[src/rtl/sd_pkg.sv]
// ---------------------------------------------------------------------------
// sd_pkg
// Shared definitions for the SD SPI-mode command framer:
//   - FSM state encoding and enum
//   - SPI-mode token constants (start bits, fill byte, CMD0 CRC byte)
//   - common command index constants
//   - helpers: one CRC7 bit step and the command token byte selector
// Optional feature macro used by the framer: SD_CMD_CRC7_EN
// ---------------------------------------------------------------------------
package sd_pkg;

    localparam logic [2:0] S_IDLE        = 3'd0;
    localparam logic [2:0] S_ISSUE       = 3'd1;
    localparam logic [2:0] S_WAIT        = 3'd2;
    localparam logic [2:0] S_POLL_ISSUE  = 3'd3;
    localparam logic [2:0] S_POLL_WAIT   = 3'd4;
    localparam logic [2:0] S_TRAIL_ISSUE = 3'd5;
    localparam logic [2:0] S_TRAIL_WAIT  = 3'd6;
    localparam logic [2:0] S_REPORT      = 3'd7;

    typedef enum logic [2:0] {
        IDLE        = S_IDLE,
        ISSUE       = S_ISSUE,
        WAIT        = S_WAIT,
        POLL_ISSUE  = S_POLL_ISSUE,
        POLL_WAIT   = S_POLL_WAIT,
        TRAIL_ISSUE = S_TRAIL_ISSUE,
        TRAIL_WAIT  = S_TRAIL_WAIT,
        REPORT      = S_REPORT
    } sd_state_t;

    localparam logic [1:0] SD_START_BITS = 2'b01;
    localparam logic [7:0] SD_FILL       = 8'hFF;
    localparam logic [7:0] SD_CMD0_CRC   = 8'h95;

    localparam logic [5:0] CMD0   = 6'd0;
    localparam logic [5:0] CMD8   = 6'd8;
    localparam logic [5:0] CMD17  = 6'd17;
    localparam logic [5:0] CMD55  = 6'd55;
    localparam logic [5:0] ACMD41 = 6'd41;

    // One bit of the x^7+x^3+1 CRC, message bits fed MSB first.
    function automatic logic [6:0] crc7_next(input logic [6:0] crc, input logic din);
        logic fb;
        fb = din ^ crc[6];
        return {crc[5:0], 1'b0} ^ {3'b000, fb, 2'b00, fb};
    endfunction

    // Byte n of the 6-byte command token: start+index, argument MSB first, CRC byte.
    function automatic logic [7:0] token_byte(input logic [5:0]  idx,
                                              input logic [31:0] arg,
                                              input logic [7:0]  crc_byte,
                                              input logic [2:0]  n);
        case (n)
            3'd0:    return {SD_START_BITS, idx};
            3'd1:    return arg[31:24];
            3'd2:    return arg[23:16];
            3'd3:    return arg[15:8];
            3'd4:    return arg[7:0];
            default: return crc_byte;
        endcase
    endfunction

endpackage

[src/rtl/sd_crc7.sv]
// ---------------------------------------------------------------------------
// sd_crc7
// Bit-serial CRC7 (x^7+x^3+1, init 0) for SD command tokens.
// Ports:
//   clk, rst_n  clock and asynchronous active-low reset
//   clear       restart the CRC at zero (wins over enable)
//   enable      absorb din this cycle
//   din         next message bit, MSB first
//   crc         current 7-bit remainder
// ---------------------------------------------------------------------------
import sd_pkg::*;

module sd_crc7 (
    input  logic       clk,
    input  logic       rst_n,
    input  logic       clear,
    input  logic       enable,
    input  logic       din,
    output logic [6:0] crc
);

    // Remainder register; clear has priority so a new command always starts clean.
    always_ff @(posedge clk or negedge rst_n) begin
        if (!rst_n) begin
            crc <= 7'd0;
        end else if (clear) begin
            crc <= 7'd0;
        end else if (enable) begin
            crc <= crc7_next(crc, din);
        end
    end

endmodule

[src/rtl/sd_cmd_framer.sv]
// ---------------------------------------------------------------------------
// sd_cmd_framer
// Frames one SD command (index + argument) into the 6-byte SPI-mode token,
// polls with fill bytes for the R1 response, sends one trailing fill byte
// with CS still low, then reports R1 or a timeout.
// Optional feature macro: SD_CMD_CRC7_EN
//   defined   : CRC7 computed over bytes 0-4 while they are sent
//   undefined : byte 5 is the fixed CMD0 CRC byte 8'h95
// Ports:
//   CLK50, RST_N               clock, asynchronous active-low reset
//   CMD_STB, CMD_IDX, CMD_ARG  command request (taken only when idle)
//   CMD_BUSY                   command in flight
//   RESP_VALID/R1/TIMEOUT      one-cycle result report, R1/TIMEOUT held
//   SPI_W_STB, SPI_W_DATA      byte-transfer request to the SPI engine
//   SPI_DONE, SPI_R_DATA       byte completion and received byte
//   SPI_CS_N                   card chip select, active low
// ---------------------------------------------------------------------------
import sd_pkg::*;

module sd_cmd_framer #(
    parameter int         NCR_MAX   = 8,
    parameter logic [7:0] FILL_BYTE = SD_FILL
) (
    input  logic        CLK50,
    input  logic        RST_N,
    input  logic        CMD_STB,
    input  logic [5:0]  CMD_IDX,
    input  logic [31:0] CMD_ARG,
    output logic        CMD_BUSY,
    output logic        RESP_VALID,
    output logic [7:0]  RESP_R1,
    output logic        RESP_TIMEOUT,
    output logic        SPI_W_STB,
    output logic [7:0]  SPI_W_DATA,
    input  logic        SPI_DONE,
    input  logic [7:0]  SPI_R_DATA,
    output logic        SPI_CS_N
);

    localparam logic [7:0] NCR_LIMIT = NCR_MAX[7:0];

    sd_state_t   state;
    logic [2:0]  byte_cnt;
    logic [7:0]  poll_cnt;
    logic [7:0]  poll_next;
    logic [5:0]  cmd_idx_q;
    logic [31:0] cmd_arg_q;
    logic [7:0]  r1_cap;
    logic        timeout_cap;
    logic [7:0]  crc_byte;
    logic        accept;

    assign accept    = (state == IDLE) && CMD_STB;
    assign poll_next = poll_cnt + 8'd1;

`ifdef SD_CMD_CRC7_EN
    logic [39:0] crc_shift;
    logic [5:0]  crc_bits;
    logic        crc_en;
    logic [6:0]  crc_val;

    assign crc_en   = (crc_bits != 6'd0);
    assign crc_byte = {crc_val, 1'b1};

    // Feed bytes 0-4 into the CRC one bit per clock starting right after
    // acceptance. 40 clocks is shorter than five 8-bit SPI transfers, so the
    // remainder is settled before byte 5 is selected.
    always_ff @(posedge CLK50 or negedge RST_N) begin
        if (!RST_N) begin
            crc_shift <= 40'd0;
            crc_bits  <= 6'd0;
        end else if (accept) begin
            crc_shift <= {SD_START_BITS, CMD_IDX, CMD_ARG};
            crc_bits  <= 6'd40;
        end else if (crc_en) begin
            crc_shift <= {crc_shift[38:0], 1'b0};
            crc_bits  <= crc_bits - 6'd1;
        end
    end

    sd_crc7 u_crc7 (
        .clk    (CLK50),
        .rst_n  (RST_N),
        .clear  (accept),
        .enable (crc_en),
        .din    (crc_shift[39]),
        .crc    (crc_val)
    );
`else
    assign crc_byte = SD_CMD0_CRC;
`endif

    // Main sequencer. Every strobe is raised on the transition into an
    // *_ISSUE state, so it appears exactly one cycle after the SPI_DONE that
    // finished the previous byte, and each *_ISSUE state just drops it again.
    always_ff @(posedge CLK50 or negedge RST_N) begin
        if (!RST_N) begin
            state        <= IDLE;
            byte_cnt     <= 3'd0;
            poll_cnt     <= 8'd0;
            cmd_idx_q    <= 6'd0;
            cmd_arg_q    <= 32'd0;
            r1_cap       <= 8'hFF;
            timeout_cap  <= 1'b0;
            SPI_CS_N     <= 1'b1;
            SPI_W_STB    <= 1'b0;
            SPI_W_DATA   <= 8'h00;
            CMD_BUSY     <= 1'b0;
            RESP_VALID   <= 1'b0;
            RESP_R1      <= 8'hFF;
            RESP_TIMEOUT <= 1'b0;
        end else begin
            SPI_W_STB  <= 1'b0;
            RESP_VALID <= 1'b0;
            case (state)
                IDLE: begin
                    if (CMD_STB) begin
                        cmd_idx_q  <= CMD_IDX;
                        cmd_arg_q  <= CMD_ARG;
                        SPI_CS_N   <= 1'b0;
                        CMD_BUSY   <= 1'b1;
                        byte_cnt   <= 3'd0;
                        SPI_W_STB  <= 1'b1;
                        SPI_W_DATA <= {SD_START_BITS, CMD_IDX};
                        state      <= ISSUE;
                    end
                end
                ISSUE: state <= WAIT;
                WAIT: begin
                    if (SPI_DONE) begin
                        SPI_W_STB <= 1'b1;
                        if (byte_cnt < 3'd5) begin
                            byte_cnt   <= byte_cnt + 3'd1;
                            SPI_W_DATA <= token_byte(cmd_idx_q, cmd_arg_q, crc_byte, byte_cnt + 3'd1);
                            state      <= ISSUE;
                        end else begin
                            poll_cnt   <= 8'd0;
                            SPI_W_DATA <= FILL_BYTE;
                            state      <= POLL_ISSUE;
                        end
                    end
                end
                POLL_ISSUE: state <= POLL_WAIT;
                POLL_WAIT: begin
                    if (SPI_DONE) begin
                        poll_cnt   <= poll_next;
                        SPI_W_STB  <= 1'b1;
                        SPI_W_DATA <= FILL_BYTE;
                        if (!SPI_R_DATA[7]) begin
                            r1_cap      <= SPI_R_DATA;
                            timeout_cap <= 1'b0;
                            state       <= TRAIL_ISSUE;
                        end else if (poll_next == NCR_LIMIT) begin
                            r1_cap      <= 8'hFF;
                            timeout_cap <= 1'b1;
                            state       <= TRAIL_ISSUE;
                        end else begin
                            state <= POLL_ISSUE;
                        end
                    end
                end
                TRAIL_ISSUE: state <= TRAIL_WAIT;
                TRAIL_WAIT: begin
                    if (SPI_DONE) begin
                        SPI_CS_N     <= 1'b1;
                        CMD_BUSY     <= 1'b0;
                        RESP_VALID   <= 1'b1;
                        RESP_R1      <= r1_cap;
                        RESP_TIMEOUT <= timeout_cap;
                        state        <= REPORT;
                    end
                end
                REPORT:  state <= IDLE;
                default: state <= IDLE;
            endcase
        end
    end

endmodule

[config.mk]
export PLATFORM = sky130hd
export DESIGN_NAME = sd_cmd_framer
export DESIGN_NICKNAME = d
export VERILOG_FILES = /design/src/rtl/sd_pkg.sv /design/src/rtl/sd_crc7.sv /design/src/rtl/sd_cmd_framer.sv
export SDC_FILE = /design/constraint.sdc
export NUM_CORES = 1
export LEC_CHECK = 0
export ABC_AREA = 1
export CAP_MARGIN = 30
export CORE_MARGIN = 1
export CORE_UTILIZATION = 40
export CTS_BUF_LIST = sky130_fd_sc_hd__clkbuf_16
export DETAILED_ROUTE_END_ITERATION = 10
export PLACE_DENSITY = 0.69
export SLEW_MARGIN = 20
export SYNTH_ARGS = -nofsm -noshare
export SYNTH_HDL_FRONTEND = slang
export SYNTH_HIERARCHICAL = 1
export SYNTH_SLANG_ARGS = --single-unit
[constraint.sdc]
create_clock -name CLK50 -period 3.9 [get_ports CLK50]
set_input_delay 0.78 -clock CLK50 [delete_from_list [all_inputs] [get_ports CLK50]]
set_output_delay 0.78 -clock CLK50 [all_outputs]
set_load 0.02 [all_outputs]
=== After elaboration in Yosys (flattened, before gate mapping) ===
Cells that the tools add are included.

* $add $sub $neg: 2
* $lt $le $gt $ge: 1
* Equality and inequality tests: 19
* Multiplexer cells: 36
* Reduce and logical (&&, ||, !) cells: 15

{| class="wikitable"
|+ Operators with widths
! kind !! number
|-
| two-way mux 8 bit || 9
|-
| case mux 8 bit (5 select lines) || 1
|-
| two-way mux 3 bit || 9
|-
| case mux 3 bit (8 select lines) || 1
|-
| case mux 8 bit (3 select lines) || 1
|-
| case mux 8 bit (2 select lines) || 1
|-
| AND reduction 4 bit || 4
|-
| equality test 3 bit, second input constant || 5
|-
| equality test 3 x 2 -> 1 bit, second input constant || 4
|-
| != test 2 bit, second input constant || 6
|-
| two-way mux 1 bit || 9
|-
| adder 8 x 1 -> 8 bit, second input constant || 1
|-
| equality test 8 x 4 -> 1 bit, second input constant || 1
|-
| equality test 3 x 1 -> 1 bit, second input constant || 2
|-
| zero test 3 bit || 2
|-
| case mux 1 bit (2 select lines) || 3
|-
| case mux 3 bit (2 select lines) || 1
|-
| AND reduction 3 bit || 2
|-
| nonzero test 2 bit || 3
|-
| AND reduction 2 bit || 2
|-
| adder 3 x 1 -> 3 bit, second input constant || 1
|-
| less-than comparator 3 bit, second input constant || 1
|-
| nonzero test 3 bit || 1
|-
| two-way mux 2 bit || 1
|-
| 2 further kinds || 2
|}

* Bits in registers: 82
* Input bits: 50
* Output and inout port bits: 21
* Logic and storage cells: 87

=== Depth between registers and ports, before layout ===
Gate-level depths: netlist of run 1.

* Depth after elaboration: 6
* Mapped depth: 13
* Depth with buffers taken out: 13

=== Worst setup path before layout of run 1 ===
Ideal clock, no wire load.

* Path kind: input -> register
* Start: input port CMD_STB
* End: register cmd_arg_q[10]
* Library setup time: 116 ps
* Data arrival time: 1,466 ps
* Data required time: 3,784 ps
* Setup slack: 2,318 ps
* Stages: 7
* Buffers on the path: 2
* Cells stage by stage: inv_1 -> nor2_4 -> buf_4 -> inv_2 -> buf_2 -> nand2_1 -> nand2_1

* Cells in the longest elaborated chain, start to end: 1

{| class="wikitable"
|+ RTL lines
! element !! line !! source
|-
| start: declaration || sd_cmd_framer.sv:26 || <nowiki>input logic CMD_STB,</nowiki>
|-
| AND reduction 2 bit (no line) || n/a ||
|-
| end signal: assignment || sd_cmd_framer.sv:102 || <nowiki>cmd_arg_q <= 32'd0;</nowiki>
|-
| end signal: assignment || sd_cmd_framer.sv:119 || <nowiki>cmd_arg_q <= CMD_ARG;</nowiki>
|-
| end: declaration || sd_cmd_framer.sv:47 || <nowiki>logic [31:0] cmd_arg_q;</nowiki>
|}

Every way passes these cells.
A chain may end at the register's enable or synchronous reset.

=== Worst setup path in the final report of run 1 ===
* Start: register SPI_CS_N
* End: output port SPI_CS_N

{| class="wikitable"
|+ RTL lines
! element !! line !! source
|-
| start: declaration || sd_cmd_framer.sv:37 || <nowiki>output logic SPI_CS_N</nowiki>
|-
| start signal: assignment || sd_cmd_framer.sv:105 || <nowiki>SPI_CS_N <= 1'b1;</nowiki>
|-
| start signal: assignment || sd_cmd_framer.sv:120 || <nowiki>SPI_CS_N <= 1'b0;</nowiki>
|-
| start signal: assignment || sd_cmd_framer.sv:165 || <nowiki>SPI_CS_N <= 1'b1;</nowiki>
|}

No word-level cell between the ends.

==> impl_results.md, run 1 <==
- Crit path max-delay cell type: clkdlybuf4s50_1
- Setup_tns: 0 ps
- Sequential Power Share: 40.5%
- Syn nets: 554
- FF/Latch Area: 2070 um^2
- Most frequent cell after synthesis: nand2_1
- Final Hold Fails: 0
- Class of the worst hold path: input pin to asynchronous set/reset pin
- Final Setup Violations: 0
- Die area: 10300 um^2
- Clock skew: 5.19 ps
- Yosys Warn Count: 6
- Post-synth top area cell: dfrtp_1
- I/O Pins: 71
- Vias in the first global route: 3262
- Reg2reg setup slack: 1880 ps
- Crit start category: flop
- Fin crit share: 57.8%
- End of the critical path: SPI_CS_N
- Cells after Synth: 497
- Root Driver: clkbuf_16
- Placed insts: 690
- Core area: 9680 um^2
- Die Span X: 102 um
- Critical path depth in cells: 1
- Run status: finished clean
- Row cnt: 36
- Final worst path period need: 2250 ps
- Post-Layout Cell Count: 706
- Met3 WL: 410 um
- DR WL met2: 4.26 mm
- RD Place Congestion: 0.834
- VDD IR-drop max: 0.279 mV
- Initial Util: 41.1%
- Crit path largest cell delay: 610 ps
- Most frequent cells after synthesis: nand2_1, dfrtp_1, inv_1
- Vias/cell: 4.68
- GRT Resource Usage Total: 18.8%
- Crit path from: SPI_CS_N
- DP Area: 4800 um^2
- Worst slew pin tran: 580 ps
- Combinational Power Share: 38.5%
- Switching power share of the total: 38.3%
- Ranking of synthesized cells by area: dfrtp_1, nand2_1, dfstp_2
- Worst R2R End: cmd_idx_q[3]
- Synth Register Bits: 82
- RSZ-0062 raised after global routing: false
- Antenna viol nets, final: 0
- DR WL/cell: 12.5 um
- Area of the multi-input gates: 1620 um^2
- Crit path DAT: 1470 ps
- Clk sinks: 82
- Max Freq: 0.444 GHz
- Diodes inserted: 0
- Asr flop ratio synth: 100%
- Die Y: 102 um
- Family with the most delay on the worst path: buffers and inverters
- Post-synth EDFFs: 0
- Worst-Skew Late Latency: 330 ps
- Post-CTS setup buffer count: 0
- Worst reg-to-reg path cell count: 6
- Buf/Inv on CP: 1
- DR top layer: met4
- Int Power: 0.00233 W
- First-pass GRT wire length: 15.1 mm
- DR vias: 3302
- Antenna violations before repair: 0
- Design area: 5080 um^2
- Largest net degree at the start of global routing: 52
- Slew Viols, Final: 0
- CP Max Fanout: 2
- Max_cap viols: 0
- Req. time, crit path: 3120 ps
- Iter 0 DRT Violations: 136
- Power consumption: 0.00378 W
- Post-route DRC: 0
- Port buffer count: 70
- LEAKAGE: 2.46 nW
- Nets: 625
- Synth unique cells: 28
- Synth Flop Type: dfrtp_1
- Router iterations before antenna repair: 5
- Critical path type: flop to primary output
- Cell Area, Synth: 3980 um^2
- CTS buffer count: 9
- Crit-path cells: clkdlybuf4s50_1
- CTS tree: done
- Synth top area share: 40.9%
- H-tree depth: 3
- Mapped Avg Cell Area: 8.00 um^2
- Drt total wl: 8.84 mm
- Crit end category: primary output
- Max clock buf depth: 2
- Slew headroom: 61.3%
- Met1 WL: 4.06 mm
- Power Dens Cells: 744 nW/um^2
- Clock share of power: 21.0%
- Seq/Total Area, Yosys: 52.1%
- Hpwl dp: 6.47 mm
- Finished Core Util: 52.4%
- FILL cells: 925
- NetSw: 0.00145 W
- Reg-to-Reg Start: state[1]
- Clk pin slew, worst setup/hold paths: 60 ps
- PostCTS Resize Cnt: 0
- GRT overflow: 0
- Post-CTS Hold Fix Bufs: 0
- Share of cells above drive strength 1: 10.5%
- Area Growth Syn to Fin: 27.7%
-- layout by cell type, fill, tap and decap left out, types with 3 or more instances in the layout --
cell type	netlist	final
nand2_1	220	220
clkdlybuf4s50_1	0	69
dfrtp_1	65	65
inv_1	46	46
o21ai_0	29	29
nor2_1	28	28
dfstp_2	17	17
a21oi_1	13	13
clkbuf_16	0	10
o21ai_1	8	8
nand3_1	8	8
nand4_1	7	7
ha_1	7	7
nor2_4	6	6
inv_2	5	5
nor3_1	5	5
o21ai_2	5	5
o22ai_1	4	4
nand2_2	3	3
clkinv_1	0	3
-- flip-flops by register name (all words and copies together) (netlist names) --
| register | cells |
|---|---|
| r1_cap | 8 |
| CMD_BUSY | 1 |
| RESP_VALID | 1 |
| RESP_TIMEOUT | 1 |
| cmd_idx_q | 6 |
| SPI_W_STB | 1 |
| state | 3 |
| cmd_arg_q | 32 |
| poll_cnt | 8 |
| SPI_W_DATA | 8 |
| timeout_cap | 1 |
| RESP_R1 | 8 |
| SPI_CS_N | 1 |
| byte_cnt | 3 |
-- cells by family after synthesis --
| family | Yosys count | synth area share [%] |
|---|---|---|
| AO/OA/AOI/OAI | 62 | 8.74 |
| adder cells (fa/ha/maj) | 7 | 2.20 |
| buffers and inverters | 65 | 7.14 |
| flip-flops | 82 | 52.1 |
| AND/OR/NAND/NOR | 281 | 29.8 |
-- per-layer routing --
layer,vias to the layer above,global-route usage [%]
li1,1690,-
met1,1524,23.9
met2,79,31.8
met3,9,4.97
met4,0,5.02
met5,-,0
-- worst min path at each step --
stage | start | to | depth (start not counted)
after detailed placement | RESP_R1[3] | RESP_R1[3] | 2
after CTS | RST_N | poll_cnt[6] | 1
final | RST_N | poll_cnt[6] | 1
after global placement | RESP_R1[3] | RESP_R1[3] | 2
after floorplan | cmd_arg_q[11] | cmd_arg_q[11] | 2
after global routing | RST_N | poll_cnt[6] | 1
-- through the flow --
| stage | worst slack [ps] | hold slack, ps |
|---|---|---|
| floorplan | 2320 | 442 |
| global placement | 1400 | 450 |
| detailed placement | 1300 | 452 |
| CTS | 1630 | 395 |
| global route | 1540 | 414 |
| finish | 1650 | 386 |
-- area by class of cell --
type | instances | share of cell area [%]
multi-input combinational | 350 | 31.9
inverter | 53 | 4.02
sequential | 82 | 40.8
clock inverter | 6 | 0.591
timing repair buffer | 72 | 14.4
clock buffer | 10 | 4.93
tap | 133 | 3.28
-- power by group through the flow --
| stage | combinational (W) | clock [W] | sequential (W) |
|---|---|---|---|
| 6_report | 0.00146 | 0.000793 | 0.00153 |
| 5_1_grt | 0.00166 | 0.000842 | 0.00158 |
| 4_1_cts | 0.00147 | 0.000802 | 0.00153 |
| 3_5_place_dp | 0.00146 | 0 | 0.00154 |
| 3_3_place_gp | 0.00142 | 0 | 0.00153 |
| 2_1_floorplan | 0.000896 | 0 | 0.00161 |
Power figures use the tool's default switching activity.
==> inputs of run 2 (changes only) <==
Clock period 3.9 ns to 2.3 ns, I/O delays scaled along.
==> run 2 against run 1 <==
Count of clock-buffer cells in the layout shrank 1. Global-route usage up 0.083 points. Routed wire length up 2.3%. Non-clock buffer count up 1. Cell area up 0.76%. First-iteration DRC count shrank 2.2%. Combinational power up 71%. Sequential cell count stayed put.
==> impl_results.md, run 2 (synthesized netlist as in run 1, its figures left out) <==
- Port buffer count: 70 (unchanged)
- Post-CTS setup buffer count: 0 (unchanged)
- Initial Util: 41.1% (unchanged)
- Worst R2R End: timeout_cap
- Biggest register: cmd_arg_q
- Antenna viol nets, final: 0 (unchanged)
- Final Hold Fails: 0 (unchanged)
- First-pass GRT wire length: 15.2 mm (+0.23%)
- Row cnt: 36 (unchanged)
- Antenna violations before repair: 0 (unchanged)
- Final Setup Violations: 0 (unchanged)
- Worst slew pin tran: 519 ps (-60.8 ps)
- Post-route DRC: 0 (unchanged)
- Crit-path cells: clkdlybuf4s50_1
- DP Area: 4800 um^2 (unchanged)
- Core area: 9680 um^2 (unchanged)
- Nets: 626 (+0.16%)
- I/O Pins: 71 (unchanged)
- GRT overflow: 0 (unchanged)
- Crit end category: primary output
- Final worst path period need: 1920 ps
- GRT Resource Usage Total: 18.9% (+0.083 points)
- Family with the most delay on the worst path: buffers and inverters
- Setup slack after layout: 383 ps (-1260 ps)
- Design area: 5120 um^2 (+0.76%)
- Crit start category: flop
- Commonest non-fill, non-tap cells in the layout: nand2_1, clkdlybuf4s50_1, dfrtp_1, inv_1, o21ai_0
- Area Growth Syn to Fin: 28.6%
- Slew headroom: 65.4% (+4.1 points)
- Crit path largest cell delay: 590 ps (-20 ps)
- Worst-Skew Late Latency: 340 ps (about the same)
- Die Y: 102 um (unchanged)
- Vias/cell: 4.80 (+2.6%)
- Iter 0 DRT Violations: 133 (-2.2%)
- Vias in the first global route: 3394 (+4.0%)
- CP Max Fanout: 2 (unchanged)
- Clock skew: 6.70 ps (+1.51 ps)
- Number of flip-flops in the largest register: 32 (unchanged)
- Share of cells above drive strength 1: 11.0% (+0.50 points)
- DR WL/cell: 12.8 um (+2.1%)
- Class of the worst hold path: input pin to asynchronous set/reset pin
- PostCTS Resize Cnt: 0 (unchanged)
- VDD IR-drop max: 0.462 mV (+65%)
- Most common cell after layout, fill and taps aside: nand2_1
- Die Span X: 102 um (unchanged)
- Post-CTS Hold Fix Bufs: 0 (unchanged)
- Root Driver: clkbuf_16
- Crit path DAT: 1460 ps (about the same)
- RSZ-0062 raised after global routing: false
- LEAKAGE: 2.48 nW (+0.79%)
- CTS tree: done
- Reg2reg setup slack: 430 ps (-1450 ps)
- Req. time, crit path: 1840 ps (-1280 ps)
- Worst reg-to-reg path cell count: 10 (+4)
- FILL cells: 910 (-1.6%)
- CTS buffer count: 9 (unchanged)
- Crit path max-delay cell type: clkdlybuf4s50_1
- Slew Viols, Final: 0 (unchanged)
- Fin crit share: 83.3%
- RD Place Congestion: 0.822 (-1.5%)
- Hpwl dp: 6.69 mm (+3.4%)
- Critical path type: flop to primary output
- Die area: 10300 um^2 (unchanged)
- Drt total wl: 9.03 mm (+2.3%)
- Reg-to-Reg Start: poll_cnt[0]
- Max clock buf depth: 2 (unchanged)
- DR vias: 3394 (+2.8%)
- Clk sinks: 82 (unchanged)
- Router iterations before antenna repair: 4 (-1)
- Post-place setup slack: 350 ps (-951 ps)
- H-tree depth: 3 (unchanged)
- Max Freq: 0.522 GHz
- Max_cap viols: 0 (unchanged)
- Buf/Inv on CP: 1 (unchanged)
- Run status: finished clean
- Power Dens Cells: 1290 nW/um^2 (+74%)
- Clk pin slew, worst setup/hold paths: 60 ps (about the same)
- Crit path from: RESP_R1[1]
- Setup_tns: 0 ps (unchanged)
- Largest net degree at the start of global routing: 46 (-12%)
- Diodes inserted: 0 (unchanged)
[run 2: cell count changes in the layout (fill, tap and decap cells not counted), sizes merged]
cell / before / now
bufinv: 0 / 2
clkinv: 6 / 2
clkinvlp: 0 / 1
buf: 3 / 4
inv: 53 / 55
clkbuf: 10 / 9
[run 2: final cells by class]
cell class / count / area (um^2) / area share (%)
repair buffers: 73 / 733 / 14.3
clock buffers: 9 / 225 / 4.40
well taps: 133 / 166 / 3.25
clock inverters: 7 / 93.8 / 1.83
inverters: 53 / 204 / 3.99
multi-input cells: 350 / 1620 / 31.7
flip-flops and latches: 82 / 2070 / 40.5
[run 2: routing by layer]
layer / wire length [um] / global-route usage (%) / part of all wire (%) / vias up
met3: 393 / 3.73 / 4.4 / 19
met1: 4120 / 23.6 / 46 / 1600
met5: 0 / 0 / 0 / -
met4: 165 / 6.58 / 1.8 / 0
li1: - / - / - / 1688
met2: 4360 / 32.7 / 48 / 87
[run 2: worst max path at each step]
stage	endpoint	cells after the start
2_1_floorplan	r1_cap[0]	10
3_3_place_gp	RESP_TIMEOUT	6
3_5_place_dp	RESP_R1[0]	5
4_1_cts	SPI_CS_N	1
5_1_grt	r1_cap[1]	9
6_report	RESP_R1[1]	1
[run 2: metrics by stage]
step	hold WS [ps]	util, %	total power (W)	std cells
global route	135	52.8	0.00713	707
CTS	107	52.8	0.00667	707
global placement	451	49.5	0.00502	691
detailed placement	453	49.5	0.00512	691
floorplan	164	-	0.00425	497
finish	95.4	52.8	0.00662	707
[run 2: where the power goes]
group | leakage [nW] | switching, W | internal [W] | total [W]
Clock | 0.157 | 0.000581 | 0.000950 | 0.00153
Combinational | 1.33 | 0.00151 | 0.000984 | 0.00249
Sequential | 0.998 | 0.000410 | 0.00219 | 0.00260
==> inputs of run 3 (changes only) <==
Clock period 2.3 ns to 1.8 ns, I/O delays scaled along.
==> run 3 against run 2 <==
Clock power is 18% higher. Global-route usage is 0.51 points lower. Core utilization is 1.6 points higher. Die area stayed put. Highest routed layer unchanged. Sequential share of layout area is 1.1 points lower. Worst hold slack better by 360 ps. Cell count is 2.3% higher. Sequential cell count stayed put. Critical path type unchanged. First-iteration DRC count is 50% higher. Critical path depth stayed put.
==> impl_results.md, run 3 (synthesized netlist as in run 1, its figures left out) <==
- DR WL/cell: 12.4 um (-3.2%)
- CTS tree: done
- Die Span X: 102 um (unchanged)
- Core area: 9680 um^2 (unchanged)
- Class of the worst hold path: flop to flop
- Worst-Skew Late Latency: 340 ps (about the same)
- Reg2reg setup slack: 130 ps (-300 ps)
- First-pass GRT wire length: 14.6 mm (-3.8%)
- Root Driver: clkbuf_16
- Vias/cell: 4.71 (-2.0%)
- Run status: finished clean
- Reg-to-Reg Start: byte_cnt[1]
- Hpwl dp: 6.62 mm (-1.0%)
- RSZ-0062 raised after global routing: false
- Port buffer count: 70 (unchanged)
- Worst R2R End: SPI_W_DATA[3]
- Worst Hold Launch: r1_cap[4]
- GRT overflow: 0 (unchanged)
- Clock skew: 9.51 ps (+2.81 ps)
- Largest net degree at the start of global routing: 53 (+15%)
- Max clock buf depth: 2 (unchanged)
- Slew Viols, Final: 0 (unchanged)
- Crit path DAT: 1330 ps (-130 ps)
- GRT Resource Usage Total: 18.4% (-0.51 points)
- Clk pin slew, worst setup/hold paths: 70 ps (about the same)
- Family with the most delay on the worst path: buffers and inverters
- Clk sinks: 82 (unchanged)
- Slew headroom: 67.2% (+1.9 points)
- CP Max Fanout: 2 (unchanged)
- Commonest non-fill, non-tap cells in the layout: nand2_1, dfrtp_1, clkdlybuf4s50_1, inv_1, o21ai_0
- VDD IR-drop max: 0.599 mV (+30%)
- FILL cells: 899 (-1.2%)
- Nets: 642 (+2.6%)
- Crit end category: primary output
- Crit path largest cell delay: 620 ps (+30 ps)
- Antenna violations before repair: 0 (unchanged)
- Max Freq: 0.592 GHz
- Area Growth Syn to Fin: 32.5%
- Hold Path Depth: 2
- Power Dens Cells: 1600 nW/um^2 (+24%)
- Initial Util: 41.1% (unchanged)
- Buf/Inv on CP: 1 (unchanged)
- DR vias: 3403 (+0.27%)
- Critical path type: flop to primary output
- Final worst path period need: 1690 ps
- Router iterations before antenna repair: 4 (unchanged)
- Share of cells above drive strength 1: 15.8% (+4.8 points)
- Die Y: 102 um (unchanged)
- Crit start category: flop
- Iter 0 DRT Violations: 200 (+50%)
- Fin crit share: 93.9%
- Post-place setup slack: -58.2 ps (-408 ps)
- Row cnt: 36 (unchanged)
- H-tree depth: 3 (unchanged)
- Max_cap viols: 0 (unchanged)
- Drt total wl: 8.94 mm (-1.0%)
- LEAKAGE: 2.57 nW (+3.3%)
- Setup slack after layout: 110 ps (-273 ps)
- Diodes inserted: 0 (unchanged)
- Worst reg-to-reg path cell count: 12 (+2)
- Crit-path cells: clkdlybuf4s50_1
- Most common cell after layout, fill and taps aside: nand2_1
- Finished Core Util: 54.4% (+1.6 points)
- Biggest register: cmd_arg_q
- Antenna viol nets, final: 0 (unchanged)
- Final Setup Violations: 0 (unchanged)
- Number of flip-flops in the largest register: 32 (unchanged)
- Hold EP: RESP_R1[4]
- CTS buffer count: 9 (unchanged)
- I/O Pins: 71 (unchanged)
- Final Hold Fails: 0 (unchanged)
- Worst slew pin tran: 491 ps (-28.0 ps)
- Crit path max-delay cell type: clkdlybuf4s50_1
- Die area: 10300 um^2 (unchanged)
- Post-route DRC: 0 (unchanged)
- RD Place Congestion: 0.786 (-4.4%)
- Req. time, crit path: 1440 ps (-400 ps)
- Vias in the first global route: 3216 (-5.2%)
## run 3: final cells by class
type | count | area [um^2] | share of cell area (%)
clock inverter | 7 | 71.3 | 1.35
tap | 133 | 166 | 3.16
timing repair buffer | 89 | 857 | 16.3
sequential | 82 | 2080 | 39.4
multi-input combinational | 350 | 1670 | 31.7
clock buffer | 9 | 225 | 4.27
inverter | 53 | 204 | 3.87
## run 3: repair_timing
item	CTS	global route
endpoints found under the hold margin	13	0
setup endpoints to repair	10	24
resized for setup	9	19
pin swaps	0	2
hold buffers	1	0
buffers inserted	0	4
## run 3: worst max-delay path by stage
stage | start | to | slack [ps] | cells past startpoint
5_1_grt | byte_cnt[1] | SPI_W_DATA[3] | 2 | 12
4_1_cts | byte_cnt[1] | SPI_W_DATA[0] | -2 | 11
3_3_place_gp | SPI_DONE | state[2] | 30 | 6
3_5_place_dp | SPI_DONE | state[2] | -60 | 6
6_report | SPI_W_DATA[5] | SPI_W_DATA[5] | 110 | 1
2_1_floorplan | poll_cnt[0] | r1_cap[0] | 230 | 10
## run 3: power by group
part	total, W	internal (W)	leakage (nW)	switching, W
registers	0.00329	0.00280	0.995	0.000492
clock network	0.00181	0.00107	0.143	0.000736
logic	0.00335	0.00136	1.43	0.00200
## run 3: stage by stage
step           cells  area, um^2  setup TNS, ps  hold WS, ps  total power [W]
2_1_floorplan    497        3980              0         64.4          0.00543
3_3_place_gp     702        4890              0          339          0.00653
3_5_place_dp     702        4890           -102          337          0.00665
4_1_cts          719        5190          -1.97          460          0.00842
5_1_grt          723        5270              0          472          0.00909
6_report         723        5270              0          460          0.00846
## run 3: routing by layer
| metal | track usage, % | share of wire, % |
|---|---|---|
| met4 | 7.92 | 1.9 |
| met1 | 23.5 | 47 |
| met3 | 3.93 | 4.1 |
| met5 | 0 | 0 |
| met2 | 30.2 | 47 |
